--- config.mk ---
export PLATFORM = sky130hd
export DESIGN_NAME = dac_spi_tx
export DESIGN_NICKNAME = d
export VERILOG_FILES = /design/src/rtl/dac_tx_pkg.sv /design/src/rtl/sclk_tick_gen.sv /design/src/rtl/dac_spi_tx.sv
export SDC_FILE = /design/constraint.sdc
export NUM_CORES = 1
export LEC_CHECK = 0
export ABC_CLOCK_PERIOD_IN_PS = 2100
export CAP_MARGIN = 20
export CORE_ASPECT_RATIO = 1.25
export CORE_MARGIN = 2
export CORE_UTILIZATION = 40
export CTS_BUF_LIST = sky130_fd_sc_hd__clkbuf_8
export DETAILED_ROUTE_END_ITERATION = 6
export HOLD_SLACK_MARGIN = 0.03
export PLACE_DENSITY = 0.72
export SYNTH_ARGS = -nofsm -noshare
export SYNTH_HDL_FRONTEND = slang
export SYNTH_SLANG_ARGS = --single-unit
--- constraint.sdc ---
create_clock -name clk -period 2.1 [get_ports clk]
set_input_delay 0.21 -clock clk [delete_from_list [all_inputs] [get_ports clk]]
set_output_delay 0.21 -clock clk [all_outputs]
set_load 0.1 [all_outputs]
--- src/rtl/dac_tx_pkg.sv ---
// Shared types and constants for the SPI DAC transmitter.
// The LATCH state is only reached in builds with DACTX_LDAC_EN defined.
package dac_tx_pkg;

  typedef enum logic [2:0] {
    IDLE,
    SETUP,
    SHIFT,
    HOLD,
    LATCH
  } tx_state_t;

  localparam int         FRAME_BITS      = 16;
  localparam logic [3:0] DAC_CFG_DEFAULT = 4'b0011;

  function automatic logic [FRAME_BITS-1:0] build_frame(input logic [3:0] cfg,
                                                        input logic [7:0] smp);
    return {cfg, smp, 4'b0000};
  endfunction

endpackage

--- src/rtl/sclk_tick_gen.sv ---
// Divider for the SPI bit timing: one-cycle tick every CLK_DIV enabled cycles.
// The count restarts from zero whenever the enable is low.
module sclk_tick_gen #(
  parameter int CLK_DIV = 4
) (
  input  logic clk,
  input  logic rst,
  input  logic en,
  output logic tick
);

  logic [7:0] cnt_q;
  logic [7:0] cnt_d;

  always_comb begin
    cnt_d = cnt_q;
    tick  = 1'b0;
    if (!en) begin
      cnt_d = '0;
    end else if (cnt_q == 8'(CLK_DIV - 1)) begin
      tick  = 1'b1;
      cnt_d = '0;
    end else begin
      cnt_d = cnt_q + 8'd1;
    end
  end

  always_ff @(posedge clk or negedge rst) begin
    if (!rst) cnt_q <= '0;
    else      cnt_q <= cnt_d;
  end

endmodule

--- src/rtl/dac_spi_tx.sv ---
// 8-bit sample to 16-bit SPI DAC write frame, mode 0, with one-entry pending buffer.
// Define DACTX_LDAC_EN to add the ldac_n port and the LATCH state after each frame.
module dac_spi_tx
  import dac_tx_pkg::*;
#(
  parameter int         CLK_DIV = 4,
  parameter logic [3:0] DAC_CFG = DAC_CFG_DEFAULT
) (
  input  logic       clk,
  input  logic       rst,
  input  logic       start,
  input  logic [7:0] sample,
  input  logic       overrun_clr,
  output logic       sclk,
  output logic       cs_n,
  output logic       mosi,
  output logic       busy,
  output logic       overrun
`ifdef DACTX_LDAC_EN
  ,
  output logic       ldac_n
`endif
);

  tx_state_t             state_q;
  logic [FRAME_BITS-1:0] shift_q;
  logic [4:0]            bit_cnt_q;
  logic [7:0]            pend_data_q;
  logic                  pend_valid_q;
  logic                  sclk_q;
  logic                  cs_n_q;
  logic                  mosi_q;
  logic                  busy_q;
  logic                  overrun_q;
  logic                  tick;
  logic                  load;

  assign load = (state_q == IDLE) && pend_valid_q;

  sclk_tick_gen #(.CLK_DIV(CLK_DIV)) u_tick (
    .clk  (clk),
    .rst  (rst),
    .en   (state_q != IDLE),
    .tick (tick)
  );

  // A start coinciding with the load refills the just-emptied slot: no overrun.
  always_ff @(posedge clk or negedge rst) begin
    if (!rst) begin
      pend_data_q  <= '0;
      pend_valid_q <= 1'b0;
      overrun_q    <= 1'b0;
    end else begin
      if (start) begin
        pend_data_q  <= sample;
        pend_valid_q <= 1'b1;
      end else if (load) begin
        pend_valid_q <= 1'b0;
      end
      if (start && pend_valid_q && !load) overrun_q <= 1'b1;
      else if (overrun_clr)               overrun_q <= 1'b0;
    end
  end

`ifdef DACTX_LDAC_EN
  logic ldac_n_q;
`endif

  always_ff @(posedge clk or negedge rst) begin
    if (!rst) begin
      state_q   <= IDLE;
      shift_q   <= '0;
      bit_cnt_q <= '0;
      sclk_q    <= 1'b0;
      cs_n_q    <= 1'b1;
      mosi_q    <= 1'b0;
      busy_q    <= 1'b0;
`ifdef DACTX_LDAC_EN
      ldac_n_q  <= 1'b1;
`endif
    end else begin
      case (state_q)
        IDLE: begin
          if (pend_valid_q) begin
            shift_q   <= build_frame(DAC_CFG, pend_data_q);
            mosi_q    <= DAC_CFG[3];
            cs_n_q    <= 1'b0;
            busy_q    <= 1'b1;
            bit_cnt_q <= '0;
            state_q   <= SETUP;
          end
        end
        SETUP: begin
          if (tick) begin
            sclk_q  <= 1'b1;
            state_q <= SHIFT;
          end
        end
        SHIFT: begin
          if (tick) begin
            if (sclk_q) begin
              // Falling edge: present the next bit unless the last one just went out.
              sclk_q    <= 1'b0;
              bit_cnt_q <= bit_cnt_q + 5'd1;
              if (bit_cnt_q != 5'(FRAME_BITS - 1)) begin
                shift_q <= {shift_q[FRAME_BITS-2:0], 1'b0};
                mosi_q  <= shift_q[FRAME_BITS-2];
              end
            end else if (bit_cnt_q == 5'(FRAME_BITS)) begin
              cs_n_q  <= 1'b1;
              mosi_q  <= 1'b0;
              state_q <= HOLD;
            end else begin
              sclk_q <= 1'b1;
            end
          end
        end
        HOLD: begin
          if (tick) begin
`ifdef DACTX_LDAC_EN
            ldac_n_q <= 1'b0;
            state_q  <= LATCH;
`else
            busy_q   <= 1'b0;
            state_q  <= IDLE;
`endif
          end
        end
`ifdef DACTX_LDAC_EN
        LATCH: begin
          if (tick) begin
            ldac_n_q <= 1'b1;
            busy_q   <= 1'b0;
            state_q  <= IDLE;
          end
        end
`endif
        default: state_q <= IDLE;
      endcase
    end
  end

  assign sclk    = sclk_q;
  assign cs_n    = cs_n_q;
  assign mosi    = mosi_q;
  assign busy    = busy_q;
  assign overrun = overrun_q;
`ifdef DACTX_LDAC_EN
  assign ldac_n  = ldac_n_q;
`endif

endmodule

After elaboration in Yosys (flattened, before gate mapping)
Cells that the tools add are included.
Storage, ports and cells
  register bits after elaboration: 45
  bits of input ports: 12
Operators by class
  $add $sub $neg: 2
  eq/ne operators: 16
  mux-type cells: 42
  reduce and logical (&&, ||, !) cells: 18
Operator list (number)
  $mux 15: 4
  $pmux 15 s2: 1
  $mux 1: 20
  $mux 3: 6
  $mux 8: 2
  $ne 2x2->1 const B: 8
  $mux 5: 3
  $reduce_and 5->1: 3
  $pmux 3 s4: 1
  $pmux 5 s2: 1
  $reduce_bool 2->1: 5
  $add 8x1->8 const B: 1
  $eq 8x2->1 const B: 1
  $pmux 1 s2: 4
  $eq 3x2->1 const B: 2
  $ne 3x3->1 const B: 2
  $reduce_and 3->1: 2
  $reduce_and 6->1: 1
  $add 5x1->5 const B: 1
  $eq 5x5->1 const B: 1
  $ne 5x4->1 const B: 1
  $reduce_and 4->1: 1
  $eq 3x1->1 const B: 1
  $logic_and 1x1->1: 3
  other kinds (3): 3

Longest topological paths before layout
  word-level depth: 5
  gate-level depth with buffers: 8
  depth with buffers taken out: 7

Hierarchy
Synthesis repeated with hierarchy kept, for this count alone.
Unflattened totals
  cells, all modules: 180
  area, all modules: 1978.1 µm²
Modules (own cells, without submodules)
  dac_spi_tx: times used 1, cells each 141, area an instance 1581.5 µm², seq. area each 802.0 µm²
  sclk_tick_gen: times used 1, cells each 39, area an instance 396.6 µm², seq. area each 200.2 µm²

Worst setup path after synthesis
OpenSTA, ideal clock, no wires.
  kind: reg2reg
  start: register sclk_q (netlist: sclk)
  end: register shift_q[10]
  setup time: 0.125 ns
  arrival time: 2.036 ns
  path slack: -0.061 ns
  cell stages (with the launch flop): 6
  buffers on the path: 1
  period minus slack after synthesis: 2.161 ns
  cell sequence: dfrtp_1 nand2_1 a21boi_1 a211o_1 buf_6 mux2_4
Between the ends
  cells in the longest elaborated chain, start to end: 2
RTL lines
  start: declaration: line dac_spi_tx.sv:30  | logic sclk_q;
  start signal: assignment: line dac_spi_tx.sv:74  | sclk_q <= 1'b0;
  start signal: assignment: line dac_spi_tx.sv:95  | sclk_q <= 1'b1;
  start signal: assignment: line dac_spi_tx.sv:103  | sclk_q <= 1'b0;
  $ne 2x2->1 (no line)
  $reduce_and 5->1 (no line)
  end signal: assignment: line dac_spi_tx.sv:85  | shift_q <= build_frame(DAC_CFG, pend_data_q);
  end signal: assignment: line dac_spi_tx.sv:106  | shift_q <= {shift_q[FRAME_BITS-2:0], 1'b0};
  end: declaration: line dac_spi_tx.sv:26  | logic [FRAME_BITS-1:0] shift_q;
Every way passes these cells.
A chain may end at the register's enable or synchronous reset.

Worst setup path in the final report
  start: register u_tick.cnt_q[0]
  end: register state_q[1]
Between the ends
  cells in the longest elaborated chain, start to end: 5
  elaborated cells on any way between the ends: 7
RTL lines
  start: declaration: line sclk_tick_gen.sv:12  | logic [7:0] cnt_q;
  start signal: assignment: line sclk_tick_gen.sv:30  | else cnt_q <= cnt_d;
  $eq 8x2->1 *: line sclk_tick_gen.sv:20  | end else if (cnt_q == 8'(CLK_DIV - 1)) begin
  $mux 1 *: line sclk_tick_gen.sv:20
  $mux 1 *: line sclk_tick_gen.sv:18  | if (!en) begin
  $ne 2x2->1 (no line)
  $reduce_and 6->1 (no line) *
  end signal: assignment: line dac_spi_tx.sv:71  | state_q <= IDLE;
  end signal: assignment: line dac_spi_tx.sv:90  | state_q <= SETUP;
  end signal: assignment: line dac_spi_tx.sv:96  | state_q <= SHIFT;
  end: declaration: line dac_spi_tx.sv:25  | tx_state_t state_q;
Every way passes the cells marked *; elsewhere a longest branch is shown, timed or not.

==> summary.md <==
| Metric | Value |
|---|---|
| Register bit total from synthesis | `40` |
| Initial antenna violation count | `0` |
| Full die area | `5760 um2` |
| Syn Inst Count | `174` |
| Most frequent cells in the layout | `38 x dfrtp_1, 18 x buf_4, 16 x mux2_2` |
| GRT Overall Usage | `around 15%` |
| Yosys Warn Count | `0` |
| Dpl cells | `roughly 260` |
| Slew @ Worst Pin | `about 0.86 ns` |
| Crit path from | `u_tick.cnt_q[0]$_DFF_PN0_` |
| # H-tree levels | `2` |
| DIE WIDTH | `around 68 um` |
| Worst-skew pair later-pin latency | `0.29 ns` |
| GP Congestion | `0.811` |
| Top FF cell, synth | `dfrtp_1` |
| Largest net degree at the start of global routing | `41` |
| Worst setup path endpoint | `state_q[1]$_DFFE_PN0P_` |
| Maximum fanout along the worst path | `5` |
| Sequential area share after synthesis | `approximately 49%` |
| Port bufs | `16` |
| Syn-to-layout area delta | `20.1%` |
| Fin area | `approximately 2500 um2` |
| Drt wl/cell | `around 14 um` |
| Slew HR | `about 42%` |
| Longest Clk Path Bufs | `2` |
| Combinational power share | `between 40% and 50%` |
| RSZ-0062 raised after global routing | `false` |
| Sequential Power Share | `around a third` |
| Int Power | `around 0.0021 W` |
| Setup Crit Path Kind | `flop to flop` |
| Switch share | `roughly 37%` |
| GRT overflow | `0` |
| Final net count | `around 220` |
| Syn_nets | `just under 200` |
| Setup-failing EPs final | `0` |
| CTS tree | `built` |
| Switching power | `around 0.0013 W` |
| PwrDens | `between 1000 and 1500 nW/um2` |
| Routed vias/inst | `roughly 5.3` |
| Share of cells above drive strength 1 | `between 20 and 30%` |
| Placed cell area | `about 2300 um2` |
| Reg2reg start | `u_tick.cnt_q[0]$_DFF_PN0_` |
| CP Capture Type | `flop` |
| Via count | `approximately 1400` |
| Reg-to-reg slack, setup | `between 0.1 and 0.15 ns` |
| Clk pwr share | `19.5%` |
| Count of cell types in the netlist | `46` |
| Core area | `5040 um2` |
| Final TNS setup | `0 ns` |
| Commonest non-fill, non-tap cell in the layout | `dfrtp_1` |
| Final worst-path cycle share | `a little over nine tenths` |
| Clk sinks | `40` |
| Worst setup SP type | `flop` |
| Hold_buf cts | `0` |
| Root buffer selected by CTS | `clkbuf_8` |
| Clock skew | `a little over 0.006 ns` |
| Max-cap viol count | `0` |
| DIE HEIGHT | `84.3 um` |
| HP Class | `input pin to asynchronous set/reset pin` |
| Reg clk slew, reported paths | `around 0.08 ns` |
| WP data required | `about 2.3 ns` |
| Power Total | `~0.0034 W` |
| Detail Route Antenna Nets | `0` |
| Max frequency | `505 MHz` |
| Num ports | `17` |
| Critical path arrival | `~2.2 ns` |
| Starting Density | `between 40% and 50%` |
| Final min period | `1.98 ns` |
| Setup ws final | `0.119 ns` |
| Syn Std Cell Area | `just over 2000 um2` |
| Final hold vios | `0` |
| Leak pwr | `between 1 and 1.5 nW` |
| DRC | `0` |
| EDFF count, synth | `0` |
| Num CTS Buffers | `5` |
| First-pass GRT wire length | `around 6.5 mm` |
| Non-Filler Instances | `about 270` |
| DPL Wire Length | `2.70 mm` |
| Post-synthesis average cell area | `11.9 um2` |
| Drt first pass iters | `4` |
| Share of synthesized flip-flops with an asynchronous set or reset | `100%` |
| DRT Wirelength | `around 3.7 mm` |
| Pins Over Slew Limit | `0` |
| R2r worst-path depth | `5` |
| Vias in the first global route | `roughly 1500` |
| Setup WS pre-CTS | `about 0.078 ns` |
| Status | `complete, no violations` |
| Core Rows | `29` |
| Worst reg2reg endpoint | `state_q[1]$_DFFE_PN0P_` |
| VDD IR max | `between 0.5 and 0.6 mV` |
| Initial DRC Count | `between 90 and 100` |
| # diodes | `0` |
==> power by group through the flow <==
stage	combinational, W	clock [W]	sequential (W)
after floorplan	0.00103	0	0.00130
after global placement	0.00157	0	0.00115
after detailed placement	0.00159	0	0.00115
after CTS	0.00160	0.000681	0.00114
after global routing	0.00173	0.000725	0.00117
final	0.00160	0.000663	0.00114
==> sequential cells by signal, indices dropped and copies added, names as in the netlist, 2 cells and up <==
name          count
bit_cnt_q         5
pend_data_q       8
shift_q          11
state_q           2
u_tick.cnt_q      8
==> cell usage after synthesis, types with 2 or more instances <==
cell type,number,area share [%]
nand3b_1,2,0.73
a22o_1,2,0.85
nand2_1,5,0.91
inv_1,14,2.5
and3_1,3,0.91
a22oi_1,2,0.73
a2bb2oi_2,2,1.5
clkbuf_1,4,0.73
or4_1,2,0.73
mux2_2,16,8.7
o31ai_1,2,0.73
nand3_1,8,1.9
xor2_1,5,2.1
o41ai_1,3,1.3
ha_1,8,4.8
nor2_1,10,1.8
dfrtp_1,39,47
a21oi_1,5,1.2
a21o_1,2,0.73
mux2_4,6,4.4
nor3_1,4,0.97
o21ai_0,6,1.5
==> cells by family (layout without fill, tap and decap cells) <==
kind of cell	Yosys count	count (layout)	synth area share (%)
AO/OA/AOI/OAI	34	34	13.5
XOR/XNOR	6	6	2.55
adder cells (fa/ha/maj)	8	8	4.85
buffers and inverters	20	51	4.06
flip-flops	40	40	48.5
multiplexers	23	23	13.6
AND/OR/NAND/NOR	43	43	12.9
==> area by class of cell <==
| class | count | area (um2) |
|---|---|---|
| inverter | 14 | 52.6 |
| clock inverter | 2 | 38.8 |
| timing repair buffer | 29 | 240 |
| clock buffer | 6 | 82.6 |
| multi-input combinational | 114 | 983 |
| fill | 449 | 2560 |
| tap | 62 | 77.6 |
| sequential | 40 | 1000 |
==> worst max-delay path, cell delays in order (launching register included) <==
cell and delay, ns:
dfrtp_1 0.40, ha_1 0.26, or4b_4 0.53, nor2_2 0.16, a2bb2oi_2 0.18, mux2_1 0.33
==> per-layer routing <==
| layer | track usage (%) | part of all wire (%) |
|---|---|---|
| met5 | 0 | 0 |
| met4 | 6.18 | 1.8 |
| met3 | 2.82 | 2.5 |
| met2 | 24.4 | 51 |
| met1 | 17.8 | 45 |
==> through the flow <==
step	hold slack, ns	utilization [%]
final	0.0203	49.1
after global routing	0.113	49.1
after CTS	0.0635	48.9
after detailed placement	0.385	46.5
after global placement	0.380	46.5
after floorplan	-0.0856	-
==> how the worst min path moves through the flow <==
stage | startpoint | to | slack (ns) | depth (start not counted)
2_1_floorplan | rst | bit_cnt_q[0]$_DFFE_PN0P_ | -0.09 | 0
3_3_place_gp | rst | pend_data_q[7]$_DFFE_PN0P_ | 0.38 | 1
3_5_place_dp | rst | shift_q[11]$_DFFE_PN0P_ | 0.39 | 1
4_1_cts | rst | pend_data_q[7]$_DFFE_PN0P_ | 0.06 | 1
5_1_grt | rst | pend_data_q[7]$_DFFE_PN0P_ | 0.11 | 1
6_report | rst | pend_data_q[7]$_DFFE_PN0P_ | 0.02 | 1
==> timing repair <==
| action | 4_1_cts | 5_1_grt |
|---|---|---|
| endpoints found under the setup margin | 0 | 6 |
| gates resized for setup | 0 | 2 |
| buffers inserted | 0 | 1 |
Note: power is estimated with default switching activity, not from simulation.
